## src/rtl/accu_pkg.sv

```systemverilog
// Shared encodings and default sizes for the accumulator sequencer slice.
package accu_pkg;

    localparam int unsigned DEFAULT_WIDTH      = 8;
    localparam int unsigned DEFAULT_FIFO_DEPTH = 4;

    // Command opcodes as carried on the command port.
    typedef enum logic [1:0] {
        OP_ADD  = 2'b00,
        OP_SUB  = 2'b01,
        OP_LOAD = 2'b10,
        OP_READ = 2'b11
    } op_e;

    // Sequencer states.
    typedef enum logic [1:0] {
        ST_IDLE = 2'b00,
        ST_EXEC = 2'b01,
        ST_RESP = 2'b10
    } state_e;

endpackage

```

## src/rtl/accu_seq_if.sv

```systemverilog
// Command and result handshake bundle between a command master and accu_seq.
interface accu_seq_if
    import accu_pkg::*;
#(
    parameter int unsigned WIDTH = DEFAULT_WIDTH
) ();

    logic             cmd_valid;
    logic             cmd_ready;
    op_e              cmd_op;
    logic [WIDTH-1:0] cmd_data;

    logic             res_valid;
    logic             res_ready;
    logic [WIDTH-1:0] res_data;
    logic             res_carry;
    logic             res_ovf;
    logic             res_zero;

    // Command source and result consumer.
    modport master (
        output cmd_valid, cmd_op, cmd_data, res_ready,
        input  cmd_ready, res_valid, res_data, res_carry, res_ovf, res_zero
    );

    // The accumulator sequencer.
    modport slave (
        input  cmd_valid, cmd_op, cmd_data, res_ready,
        output cmd_ready, res_valid, res_data, res_carry, res_ovf, res_zero
    );

endinterface

```

## src/rtl/accu_alu.sv

```systemverilog
// Combinational add / two's-complement subtract / pass datapath with flags.
module accu_alu
    import accu_pkg::*;
#(
    parameter int unsigned WIDTH = DEFAULT_WIDTH
) (
    input  logic [WIDTH-1:0] a,
    input  logic [WIDTH-1:0] b,
    input  op_e              op,
    output logic [WIDTH-1:0] r,
    output logic             carry,
    output logic             ovf
);

    logic [WIDTH:0] sum_add;
    logic [WIDTH:0] sum_sub;

    assign sum_add = {1'b0, a} + {1'b0, b};
    // Carry out of this sum is the no-borrow flag.
    assign sum_sub = {1'b0, a} + {1'b0, ~b} + {{WIDTH{1'b0}}, 1'b1};

    // Select the result and derive carry / signed overflow for the opcode.
    always_comb begin
        r     = '0;
        carry = 1'b0;
        ovf   = 1'b0;
        case (op)
            OP_ADD: begin
                r     = sum_add[WIDTH-1:0];
                carry = sum_add[WIDTH];
                ovf   = (a[WIDTH-1] == b[WIDTH-1]) && (r[WIDTH-1] != a[WIDTH-1]);
            end
            OP_SUB: begin
                r     = sum_sub[WIDTH-1:0];
                carry = sum_sub[WIDTH];
                ovf   = (a[WIDTH-1] != b[WIDTH-1]) && (r[WIDTH-1] != a[WIDTH-1]);
            end
            OP_LOAD: r = b;
            OP_READ: r = a;
            default: r = a;
        endcase
    end

endmodule

```

## src/rtl/accu_seq.sv

```systemverilog
// Accumulator sequencer: buffers commands in a FIFO, executes them one at a
// time against the accumulator, and returns one flagged result per command.
module accu_seq
    import accu_pkg::*;
#(
    parameter int unsigned WIDTH      = DEFAULT_WIDTH,
    parameter int unsigned FIFO_DEPTH = DEFAULT_FIFO_DEPTH
) (
    input  logic             clk,
    input  logic             rst,
    accu_seq_if.slave        bus,
    output logic             busy,
    output logic [WIDTH-1:0] acc_out
);

    localparam int unsigned PTR_W = $clog2(FIFO_DEPTH);
    localparam int unsigned CNT_W = PTR_W + 1;

    state_e           state_q, state_d;

    op_e              op_mem_q   [FIFO_DEPTH];
    logic [WIDTH-1:0] data_mem_q [FIFO_DEPTH];
    logic [PTR_W-1:0] wr_ptr_q, rd_ptr_q;
    logic [CNT_W-1:0] count_q, count_d;
    logic             fifo_empty, fifo_full;
    logic             push, pop, exec;

    op_e              op_q;
    logic [WIDTH-1:0] data_q;
    logic [WIDTH-1:0] acc_q;
    logic             res_valid_q;
    logic [WIDTH-1:0] res_data_q;
    logic             res_carry_q, res_ovf_q, res_zero_q;

    logic [WIDTH-1:0] alu_r;
    logic             alu_carry, alu_ovf;

    assign fifo_empty = (count_q == '0);
    assign fifo_full  = (count_q == CNT_W'(FIFO_DEPTH));
    // Acceptance depends only on the registered count, so a pop in the same
    // cycle never makes room for a push into a full FIFO.
    assign push       = bus.cmd_valid && !fifo_full;

    assign bus.cmd_ready = !fifo_full;
    assign bus.res_valid = res_valid_q;
    assign bus.res_data  = res_data_q;
    assign bus.res_carry = res_carry_q;
    assign bus.res_ovf   = res_ovf_q;
    assign bus.res_zero  = res_zero_q;
    assign busy          = (state_q != ST_IDLE) || !fifo_empty;
    assign acc_out       = acc_q;

    accu_alu #(
        .WIDTH (WIDTH)
    ) u_alu (
        .a     (acc_q),
        .b     (data_q),
        .op    (op_q),
        .r     (alu_r),
        .carry (alu_carry),
        .ovf   (alu_ovf)
    );

    // Next state: pop in IDLE, execute once, then hold the result until taken.
    always_comb begin
        state_d = state_q;
        pop     = 1'b0;
        exec    = 1'b0;
        case (state_q)
            ST_IDLE: begin
                if (!fifo_empty) begin
                    pop     = 1'b1;
                    state_d = ST_EXEC;
                end
            end
            ST_EXEC: begin
                exec    = 1'b1;
                state_d = ST_RESP;
            end
            ST_RESP: begin
                if (bus.res_ready) begin
                    state_d = ST_IDLE;
                end
            end
            default: state_d = ST_IDLE;
        endcase
    end

    // State register.
    always_ff @(posedge clk) begin
        if (rst) begin
            state_q <= ST_IDLE;
        end else begin
            state_q <= state_d;
        end
    end

    // FIFO occupancy after this cycle's push and pop.
    always_comb begin
        count_d = count_q;
        case ({push, pop})
            2'b10:   count_d = count_q + CNT_W'(1);
            2'b01:   count_d = count_q - CNT_W'(1);
            default: count_d = count_q;
        endcase
    end

    // FIFO pointers and occupancy; pointers wrap naturally at FIFO_DEPTH.
    always_ff @(posedge clk) begin
        if (rst) begin
            wr_ptr_q <= '0;
            rd_ptr_q <= '0;
            count_q  <= '0;
        end else begin
            if (push) begin
                wr_ptr_q <= wr_ptr_q + PTR_W'(1);
            end
            if (pop) begin
                rd_ptr_q <= rd_ptr_q + PTR_W'(1);
            end
            count_q <= count_d;
        end
    end

    // FIFO storage; contents are don't-care until written.
    always_ff @(posedge clk) begin
        if (push) begin
            op_mem_q[wr_ptr_q]   <= bus.cmd_op;
            data_mem_q[wr_ptr_q] <= bus.cmd_data;
        end
    end

    // Command latch, accumulator update and result beat.
    always_ff @(posedge clk) begin
        if (rst) begin
            op_q        <= OP_ADD;
            data_q      <= '0;
            acc_q       <= '0;
            res_valid_q <= 1'b0;
            res_data_q  <= '0;
            res_carry_q <= 1'b0;
            res_ovf_q   <= 1'b0;
            res_zero_q  <= 1'b0;
        end else begin
            if (pop) begin
                op_q   <= op_mem_q[rd_ptr_q];
                data_q <= data_mem_q[rd_ptr_q];
            end
            if (exec) begin
                acc_q       <= alu_r;
                res_data_q  <= alu_r;
                res_carry_q <= alu_carry;
                res_ovf_q   <= alu_ovf;
                res_zero_q  <= (alu_r == '0);
                res_valid_q <= 1'b1;
            end else if ((state_q == ST_RESP) && bus.res_ready) begin
                res_valid_q <= 1'b0;
            end
        end
    end

endmodule

```

## src/flat_wrapper.sv

```systemverilog
// flat-port wrapper written by rule: the top's interface ports become plain ports
module accu_seq_flat import accu_pkg::*;
#(
    parameter int unsigned WIDTH      = DEFAULT_WIDTH,
    parameter int unsigned FIFO_DEPTH = DEFAULT_FIFO_DEPTH
)
  (clk, rst, busy, acc_out, bus_cmd_valid, bus_cmd_op, bus_cmd_data, bus_res_ready, bus_cmd_ready, bus_res_valid, bus_res_data, bus_res_carry, bus_res_ovf, bus_res_zero);
  accu_seq_if #(.WIDTH(WIDTH)) bus_i ();
  input  logic clk;
  input  logic rst;
  output logic busy;
  output logic [WIDTH-1:0] acc_out;
  input wire logic [$bits(bus_i.cmd_valid)-1:0] bus_cmd_valid;
  input wire logic [$bits(bus_i.cmd_op)-1:0] bus_cmd_op;
  input wire logic [$bits(bus_i.cmd_data)-1:0] bus_cmd_data;
  input wire logic [$bits(bus_i.res_ready)-1:0] bus_res_ready;
  output wire logic [$bits(bus_i.cmd_ready)-1:0] bus_cmd_ready;
  output wire logic [$bits(bus_i.res_valid)-1:0] bus_res_valid;
  output wire logic [$bits(bus_i.res_data)-1:0] bus_res_data;
  output wire logic [$bits(bus_i.res_carry)-1:0] bus_res_carry;
  output wire logic [$bits(bus_i.res_ovf)-1:0] bus_res_ovf;
  output wire logic [$bits(bus_i.res_zero)-1:0] bus_res_zero;
  assign bus_i.cmd_valid = bus_cmd_valid;
  assign bus_i.cmd_op = bus_cmd_op;
  assign bus_i.cmd_data = bus_cmd_data;
  assign bus_i.res_ready = bus_res_ready;
  assign bus_cmd_ready = bus_i.cmd_ready;
  assign bus_res_valid = bus_i.res_valid;
  assign bus_res_data = bus_i.res_data;
  assign bus_res_carry = bus_i.res_carry;
  assign bus_res_ovf = bus_i.res_ovf;
  assign bus_res_zero = bus_i.res_zero;
  accu_seq #(.WIDTH(WIDTH), .FIFO_DEPTH(FIFO_DEPTH)) u_core (.clk(clk), .rst(rst), .bus(bus_i), .busy(busy), .acc_out(acc_out));
endmodule
```

## config.mk

```make
export PLATFORM = sky130hd
export DESIGN_NAME = accu_seq_flat
export DESIGN_NICKNAME = d
export VERILOG_FILES = /design/src/rtl/accu_pkg.sv /design/src/rtl/accu_seq_if.sv /design/src/rtl/accu_alu.sv /design/src/rtl/accu_seq.sv /design/src/flat_wrapper.sv
export SDC_FILE = /design/constraint.sdc
export NUM_CORES = 1
export LEC_CHECK = 0
export CELL_PAD_IN_SITES_DETAIL_PLACEMENT = 2
export CELL_PAD_IN_SITES_GLOBAL_PLACEMENT = 2
export CORE_ASPECT_RATIO = 0.75
export CORE_MARGIN = 3
export CORE_UTILIZATION = 37
export CTS_CLUSTER_DIAMETER = 40
export DETAILED_ROUTE_END_ITERATION = 12
export GPL_ROUTABILITY_DRIVEN = 0
export PLACE_DENSITY = 0.75
export SETUP_SLACK_MARGIN = 0.02
export SLEW_MARGIN = 20
export SYNTH_ARGS = -nofsm -noshare
export SYNTH_HDL_FRONTEND = slang
export SYNTH_SLANG_ARGS = --single-unit
```

## constraint.sdc

```tcl
create_clock -name clk -period 3.28 [get_ports clk]
set_input_delay 0.492 -clock clk [delete_from_list [all_inputs] [get_ports clk]]
set_output_delay 0.492 -clock clk [all_outputs]
set_load 0.03 [all_outputs]
```

---- After elaboration in Yosys (flattened, before gate mapping) ----
Memory sizes are Yosys's and may differ from the RTL's. A register that Yosys moved wholly into a read port is not among the register bits.
Cells that the tools add are included.
cells by class
  bitwise logic cells ..................... 1
  multiplexer cells ....................... 14
  $add $sub $neg .......................... 7
  equal/unequal tests ..................... 14
  reductions and logical operators ........ 15
operator list
  kind                                               count
  one-hot mux 8 bit (4 select lines)                 1
  adder 8 x 8 -> 9 bit                               2
  adder 9 x 1 -> 9 bit (second input constant)       1
  == test 2 bit (second input constant)              4
  logical NOT 8 bit                                  1
  NOT 8 bit                                          1
  2-to-1 mux 1 bit                                   7
  == test 2 x 1 -> 1 bit (second input constant)     3
  one-hot mux 2 bit (3 select lines)                 1
  one-hot mux 3 bit (2 select lines)                 1
  nonzero test 2 bit                                 3
  adder 2 x 1 -> 2 bit (second input constant)       2
  logical AND 1 bit                                  4
  logical NOT 2 bit                                  2
  2-to-1 mux 2 bit                                   2
  != test 2 bit (second input constant)              2
  one-hot mux 1 bit (2 select lines)                 2
  adder 3 x 1 -> 3 bit (second input constant)       1
  == test 3 bit (second input constant)              1
  logical NOT 3 bit                                  1
  != test 1 bit                                      3
  subtractor 3 x 1 -> 3 bit (second input constant)  1
  logical NOT 1 bit                                  2
  AND reduction 2 bit                                1
  other kinds (2)                                    2
word-level totals
  output and inout port bits .............. 22
  memories ................................ 2
  input port bits ......................... 14
  register bits after elaboration ......... 21
  RAM bits ................................ 40
memories
  name               words  width  rd ports  clocked after memory_dff  write ports  RTL line        RTL
  u_core.data_mem_q  4      8      1         1                         1            accu_seq.sv:22  logic [WIDTH-1:0] data_mem_q [FIFO_DEPTH];
  u_core.op_mem_q    4      2      1         1                         1            accu_seq.sv:21  op_e op_mem_q [FIFO_DEPTH];

---- Logic depth before layout (Yosys ltp) ----
Gate-level depths: netlist (run 1).
  word-level depth ........................ 6
  mapped depth ............................ 10

---- Modules after synthesis ----
From an unflattened synthesis (run 1), not the netlist that was laid out.
second synthesis, totals
  cell total of the unflattened synthesis .. 348
  area, all modules ....................... 3783.6 um^2
by module, submodules not included
  module    times used  area each (um^2)  cells an instance  sequential area each (um^2)
  accu_seq  1           2854.0            221                1821.7
  accu_alu  1           929.6             127                0.0

---- Worst setup path before layout (run 1) ----
No wires, ideal clock.
  path kind ............................... reg2reg
  from .................................... register, netlist name u_core.bus.res_data[0]
  to ...................................... register u_core.res_zero_q (netlist: u_core.bus.res_zero)
  cell stages (with the launch flop) ...... 10
  period minus slack after synthesis ...... 2.537 ns
  path slack .............................. 0.743 ns
  data arrival time ....................... 2.453 ns
  library setup time ...................... 0.084 ns
  data required time ...................... 3.196 ns
  cell sequence ........................... dfxtp_1 ha_1 inv_1 fa_1 or2_1 a221oi_2 o21ai_1 o21a_1 or3_1 o31ai_2
RTL lines
  item                  RTL line         RTL
  end signal, assigned  accu_seq.sv:154  res_zero_q <= (alu_r == '0);
  end, declared         accu_seq.sv:33   logic res_carry_q, res_ovf_q, res_zero_q;

---- Worst setup path in the final report (run 1) ----
  from .................................... register u_core.state_q[1]
  to ...................................... register u_core.count_q[2]
between the ends
  longest elaborated chain between the ends .. 4
ends and longest elaborated chain
  item                                                                      RTL line         RTL
  start, declared                                                           accu_seq.sv:19   state_e state_q, state_d;
  start signal, assigned                                                    accu_seq.sv:94   state_q <= state_d;
  logical NOT 2 bit *                                                       accu_seq.sv:69   case (state_q)
  2-to-1 mux 1 bit *                                                        accu_seq.sv:69
  == test 2 x 1 -> 1 bit or == test 2 bit (tied branches)                   accu_seq.sv:101  case ({push, pop})
  one-hot mux 3 bit (2 select lines) or nonzero test 2 bit (tied branches)  n/a
  end signal, assigned                                                      accu_seq.sv:121  count_q <= count_d;
  end, declared                                                             accu_seq.sv:24   logic [CNT_W-1:0] count_q, count_d;
Mark *: on every way between the ends. The rest lies on a longest branch, timed or not.
A chain may end at the register's enable or synchronous reset.

==> impl_results.md, run 1 <==
- Yosys reg bits: 71
- Comb power frac: 51.0%
- Total chip power: 4.73 mW
- Clock root buffer: clkbuf_16
- Clock Path Buffers: 2
- Commonest non-fill, non-tap cells in the layout: nand2_1, edfxtp_1, clkdlybuf4s50_1
- Setup Fix Bufs, Post-CTS: 0
- Clock power frac: about 20%
- Hold Crit Endpoint: u_core.data_q[6]$_SDFFE_PP0P_
- Cell Chain, Critical Path: nor2_1 > nand2b_1 > inv_1 > ha_1 > inv_1 > fa_1 > xor2_1 > or3_1 > a21oi_1
- Synth-to-layout area growth: 19.2%
- Final core occ: 45.7%
- Post-Syn Instances: 356
- Critical Path Source: u_core.state_q[1]$_SDFFE_PP0P_
- Tightest Hold Check Type: reg2reg
- Met3 wire length: 409 µm
- Vias in the first global route: 3046
- Placed cell area: 4180 µm²
- Status: completed
- First DRT Iteration DRCs: 182
- CTS tree: yes
- RSZ-0062 raised after global routing: false
- R2R Setup Slk: 0.56 ns
- Mapped Area: 3750 µm²
- Final setup margin: 0.556 ns
- Maximum achievable frequency: 0.367 GHz
- Post-CTS sizing: 0
- Commonest non-fill, non-tap cell in the layout: nand2_1
- Total Routing Usage GR: 20.2%
- WL final: about 11000 µm
- WL met2: 5430 µm
- HPWL Detailed: 7930 µm
- Layout cells sized above 1: 10.1%
- Die Footprint: about 11000 µm²
- Worst-path fanout max: 13
- Pleak: 1.65 nW
- Internal: ~2.7 mW
- H-tree depth: 3
- DR top layer: met4
- Setup TNS Final: 0 ns
- PwrDens: 1060 nW/µm²
- WHS Path Cells: 2
- R2r startpoint: u_core.state_q[1]$_SDFFE_PP0P_
- Min-delay src: u_core.data_q[6]$_SDFFE_PP0P_
- GRT Residual Overflow: 0
- Crit share post-route: about 83%
- Port bufs: 35
- Final Slew Violations: 0
- Clock Latency Late Sink: 0.34 ns
- Clock slew at reported path FFs: 0.06 ns
- M1 WL: 4910 µm
- Ant diodes: 0
- Most used cell, CP: inv_1
- Top FF cell, synth: edfxtp_1
- Critical R2R Capture: u_core.count_q[2]$_SDFFE_PP0P_
- Critical path endpoint category: flip-flop
- Post-synth EDFFs: 40
- Die width: between 100 and 150 µm
- Initial antenna violation count: 0
- Worst path required time: 3.55 ns
- R2R cell count: 9
- CTS Hold Bufs: 0
- Hold WS: 0.492 ns
- Slowest library cell on the worst path: inv_1
- Die Span Y: a little over 90 µm
- Max IR drop VDD: 0.000417 V
- Tightest Pin Transition: around 0.8 ns
- Antenna Nets Post-Route: 0
- Fin cells: 520
- Net Switching: between 2 and 2.5 mW
- Final worst path period need: 2.72 ns
- CP peak stage delay: 0.47 ns
- Core outline area: 9770 µm²
- Crit Path Category: reg2reg
- Seq/Total Area, Yosys: 48.6%
- Max cap viols: 0
- Largest net degree at the start of global routing: 32
- Syn nets: 395
- I/O Pins: 36
- Placed Instances: 504
- Dpl ws: 0.553 ns
- Rel. slew slack: 44.9%
- Starting Density: a little under two fifths
- Final hold vios: 0
- Crit path DAT: 2.99 ns
- Post-route DRC: 0
- DR WL/cell: 20.9 µm
- Ys Warns: 0
- Vias post-DR: around 2800
- Final setup fails: 0
- Asr flop ratio synth: 0%
- Final net count: 422
- Synth Area per Inst: roughly 11 µm²
- CTS sink cnt: 71
- Yosys cell types: 46
- First-pass GRT wire length: 17100 µm
- Sequential fraction of design power: between 20% and 30%
- Drt first pass iters: 4
- Num CTS Buffers: 9
- Switch share: 43.4%
- Final Skew: 0.00655 ns
- Rows: 31
- Filler cells: 1041
- Detail-routed via count per cell: 5.40
- Worst setup SP type: flip-flop
- Final instance area: 4470 µm²
## critical path: cells and delay by family, from the launching register on
kind	cells	cell delay (ns)
xor gates and xnor gates	1	0.16
buffers and inverters	2	0.54
AOI/OAI and AO/OA	1	0.15
adders and majority gates	2	0.66
and+or+nand+nor	3	0.80
DFF	1	0.35
## Yosys cell counts (2+ instances only)
master     number  area share, %
a211oi_1        5            1.0
a21o_1          2           0.40
a21oi_1        32            4.3
a2bb2oi_1       2           0.47
a31oi_1         5           0.83
and3_1          7            1.2
buf_2           4           0.53
buf_4           9            1.8
clkbuf_1       11            1.1
dfxtp_1        31             17
edfxtp_1       40             32
fa_1            3            1.6
ha_1           22            7.3
inv_1          26            2.6
mux2i_1         3           0.80
mux4_2         11            6.6
nand2_1        43            4.3
nand2b_1        3           0.50
nand3_1         6           0.80
nand3b_1        2           0.40
nor2_1         29            2.9
nor2b_1         6            1.0
nor3_1          8            1.1
o2111ai_1       3           0.70
o21a_1          3           0.60
o21ai_0         9            1.2
o31a_1          2           0.47
o31ai_2         2           0.67
or3_1           2           0.33
xnor2_1         6            1.4
xor2_1          4           0.93
## logic make-up after synthesis
family / synth area share [%]
compound gates: 12.8
xor+xnor: 2.34
fa+ha+maj: 8.95
buf+inv: 6.14
flops: 48.6
mux: 7.41
simple gates: 13.8
## flip-flops by register name (all words and copies together), names as in the netlist
signal,count
u_core.bus.res_ovf,1
u_core.rd_ptr_q,2
u_core.count_q,3
u_core.bus.res_data,8
u_core.bus.res_zero,1
u_core.data_q,8
u_core.op_q,2
u_core.state_q,2
u_core.op_mem_q,8
u_core.bus.res_carry,1
u_core.data_mem_q,32
u_core.bus.res_valid,1
u_core.wr_ptr_q,2
## worst max path at each step
stage | end
after global routing | u_core.count_q[2]$_SDFFE_PP0P_
final | u_core.count_q[2]$_SDFFE_PP0P_
after CTS | u_core.count_q[2]$_SDFFE_PP0P_
after floorplan | u_core.bus.res_zero$_SDFFE_PP0P_
after detailed placement | u_core.count_q[2]$_SDFFE_PP0P_
after global placement | u_core.count_q[2]$_SDFFE_PP0P_
## cell type report
class | count | area (µm²) | area share [%]
Sequential cell | 71 | 1820 | 40.8
Multi-Input combinational cell | 234 | 1700 | 38.0
Timing Repair Buffer | 41 | 395 | 8.85
Clock buffer | 10 | 229 | 5.13
Tap cell | 132 | 165 | 3.70
Inverter | 26 | 97.6 | 2.19
Clock inverter | 6 | 61.3 | 1.37
## per-layer routing
layer	vias to the layer above	global-route usage [%]
li1	1315	-
met1	1430	26.2
met2	49	34.6
met3	15	4.35
met4	0	5.13
met5	-	0
## power by group through the flow
stage	sequential, mW	clock (mW)	combinational, mW
2_1_floorplan	1.36	0	1.64
3_3_place_gp	1.35	0	2.27
3_5_place_dp	1.37	0	2.37
4_1_cts	1.35	0.989	2.41
5_1_grt	1.38	1.03	2.64
6_report	1.35	0.971	2.41
(Power assumes the default switching activity.)
==> run 2, diff against run 1 <==
==> constraint.sdc (replaced) <==
create_clock -name clk -period 2.72 [get_ports clk]
set_input_delay 0.408 -clock clk [delete_from_list [all_inputs] [get_ports clk]]
set_output_delay 0.408 -clock clk [all_outputs]
set_load 0.03 [all_outputs]
==> impl_results.md, run 2 (synthesis gave the netlist of run 1 again) <==
- Status: completed
- CTS Hold Bufs: 0 (unchanged)
- Crit Path Category: reg2reg
- First DRT Iteration DRCs: 148 (-19%)
- Total chip power: 6.06 mW (+28%)
- Clock slew at reported path FFs: 0.06 ns (about the same)
- Rel. slew slack: 58.8% (+14 points)
- Vias in the first global route: 3161 (+3.8%)
- Cell Chain, Critical Path: ha_1 > inv_1 > fa_1 > or2_1 > a221oi_4 > o21ai_1 > o21a_1 > or3_1 > o31ai_2
- Worst setup SP type: flip-flop
- Num CTS Buffers: 9 (unchanged)
- Pleak: 1.74 nW (+5.3%)
- H-tree depth: 3 (unchanged)
- CTS sink cnt: 71 (unchanged)
- Initial antenna violation count: 0 (unchanged)
- CTS tree: yes
- Worst-path fanout max: 6 (-7)
- I/O Pins: 36 (unchanged)
- PwrDens: 1320 nW/µm² (+24%)
- Final Slew Violations: 0 (unchanged)
- CP peak stage delay: 0.40 ns (-0.07 ns)
- R2R cell count: 9 (unchanged)
- Commonest non-fill, non-tap cell in the layout: nand2_1
- WHS Path Cells: 2 (unchanged)
- Drt first pass iters: 4 (unchanged)
- Critical Path Source: u_core.bus.res_data[0]$_SDFFE_PP0P_
- Final worst path period need: 2.54 ns (-0.186 ns)
- Tightest Pin Transition: 0.619 ns (-0.206 ns)
- Port bufs: 35 (unchanged)
- Core outline area: 9770 µm² (unchanged)
- Max reg flops: 32 (unchanged)
- HPWL Detailed: 8360 µm (+5.4%)
- Placed Instances: 512 (+1.6%)
- Antenna Nets Post-Route: 0 (unchanged)
- Die width: 122 µm (unchanged)
- Crit path DAT: 2.81 ns (-0.18 ns)
- RSZ-0062 raised after global routing: false
- WL final: 11700 µm (+7.3%)
- Vias post-DR: 2837 (+1.0%)
- Final setup fails: 0 (unchanged)
- Max cap viols: 0 (unchanged)
- Final hold vios: 0 (unchanged)
- Starting Density: 38.3% (unchanged)
- Hold WS: 0.501 ns (+0.00859 ns)
- Clock root buffer: clkbuf_16
- Placed cell area: 4240 µm² (+1.4%)
- Final Skew: 0.00545 ns (-0.00110 ns)
- Dpl ws: 0.133 ns (-0.420 ns)
- First-pass GRT wire length: 18200 µm (+6.6%)
- Worst path required time: 2.99 ns (-0.56 ns)
- Critical path endpoint category: flip-flop
- Die Footprint: 11400 µm² (unchanged)
- Fin cells: 528 (+1.5%)
- Layout cells sized above 1: 13.1% (+3.1 points)
- Top reg by flops: u_core.data_mem_q
- Ant diodes: 0 (unchanged)
- R2R Setup Slk: 0.18 ns (-0.37 ns)
- Maximum achievable frequency: 0.394 GHz (+7.3%)
- Final setup margin: 0.182 ns (-0.374 ns)
- Clock Latency Late Sink: 0.35 ns (about the same)
- Final net count: 430 (+1.9%)
- Post-route DRC: 0 (unchanged)
- Rows: 31 (unchanged)
- Die Span Y: 93.2 µm (unchanged)
- Synth-to-layout area growth: 22.8%
- R2r startpoint: u_core.bus.res_data[0]$_SDFFE_PP0P_
- End point of the critical path: u_core.bus.res_zero$_SDFFE_PP0P_
- Crit share post-route: 93.3% (+10 points)
- Max IR drop VDD: 0.000525 V (+26%)
- Setup TNS Final: 0 ns (unchanged)
- Final instance area: 4600 µm² (+3.1%)
- DR WL/cell: 22.1 µm (+5.6%)
- Total Routing Usage GR: 21.9% (+1.6 points)
- Clock Path Buffers: 2 (unchanged)
- Commonest non-fill, non-tap cells in the layout: nand2_1, edfxtp_1, clkdlybuf4s50_1
- Largest net degree at the start of global routing: 32 (unchanged)
- Slowest library cell on the worst path: fa_1
- GRT Residual Overflow: 0 (unchanged)
- Critical R2R Capture: u_core.bus.res_zero$_SDFFE_PP0P_
- Detail-routed via count per cell: 5.37 (-0.53%)
- Tightest Hold Check Type: reg2reg
- Final core occ: 47.1% (+1.4 points)
run 2: layout make-up:
type / instances / area (µm²)
Clock buffer: 9 / 225
Tap cell: 132 / 165
Timing Repair Buffer: 49 / 455
Multi-Input combinational cell: 234 / 1710
Sequential cell: 71 / 1830
Fill cell: 1026 / 5170
Clock inverter: 7 / 121
Inverter: 26 / 97.6
run 2: layer usage:
metal / part of all wire [%] / GRT usage (%) / vias to the layer above
met4: 1.5 / 7.55 / 0
met1: 44 / 27.4 / 1460
met3: 2.7 / 4.23 / 12
li1: - / - / 1317
met5: 0 / 0 / -
met2: 51 / 37.8 / 48
run 2: worst min-delay path by stage:
stage | slack [ns] | end | start
floorplan | 0.45 | u_core.data_q[5]$_SDFFE_PP0P_ | u_core.data_q[5]$_SDFFE_PP0P_
global placement | 0.47 | u_core.data_q[5]$_SDFFE_PP0P_ | u_core.data_q[5]$_SDFFE_PP0P_
detailed placement | 0.50 | u_core.wr_ptr_q[1]$_SDFFE_PP0P_ | u_core.wr_ptr_q[1]$_SDFFE_PP0P_
CTS | 0.51 | u_core.wr_ptr_q[1]$_SDFFE_PP0P_ | u_core.wr_ptr_q[1]$_SDFFE_PP0P_
global route | 0.53 | u_core.wr_ptr_q[1]$_SDFFE_PP0P_ | u_core.wr_ptr_q[1]$_SDFFE_PP0P_
finish | 0.50 | u_core.wr_ptr_q[1]$_SDFFE_PP0P_ | u_core.wr_ptr_q[1]$_SDFFE_PP0P_
run 2: report_power, final:
part	switching [mW]	internal (mW)
Sequential	0.240	1.37
Combinational	1.83	1.23
Clock	0.492	0.899
Total	2.56	3.50
run 2: repair_timing:
item | in CTS | in global routing
setup endpoints to repair | 0 | 1
resized for setup | 0 | 6
setup buffers | 0 | 0
run 2: worst max-delay path: cells and delay by family (launching register included):
kind,cells,cell delay [ns]
AOI/OAI and AO/OA,4,0.75
and+or+nand+nor,2,0.69
adders and majority gates,2,0.58
DFF,1,0.38
buffers and inverters,1,0.06
==> run 3, diff against run 2 <==
--- a/config.mk
+++ b/config.mk
@@ -5,6 +5,7 @@
 export SDC_FILE = /design/constraint.sdc
 export NUM_CORES = 1
 export LEC_CHECK = 0
+export CAP_MARGIN = 20
 export CELL_PAD_IN_SITES_DETAIL_PLACEMENT = 2
 export CELL_PAD_IN_SITES_GLOBAL_PLACEMENT = 2
 export CORE_ASPECT_RATIO = 0.75
==> results of run 3 <==
Final layout, timing and power as in run 2 (identical DEF).
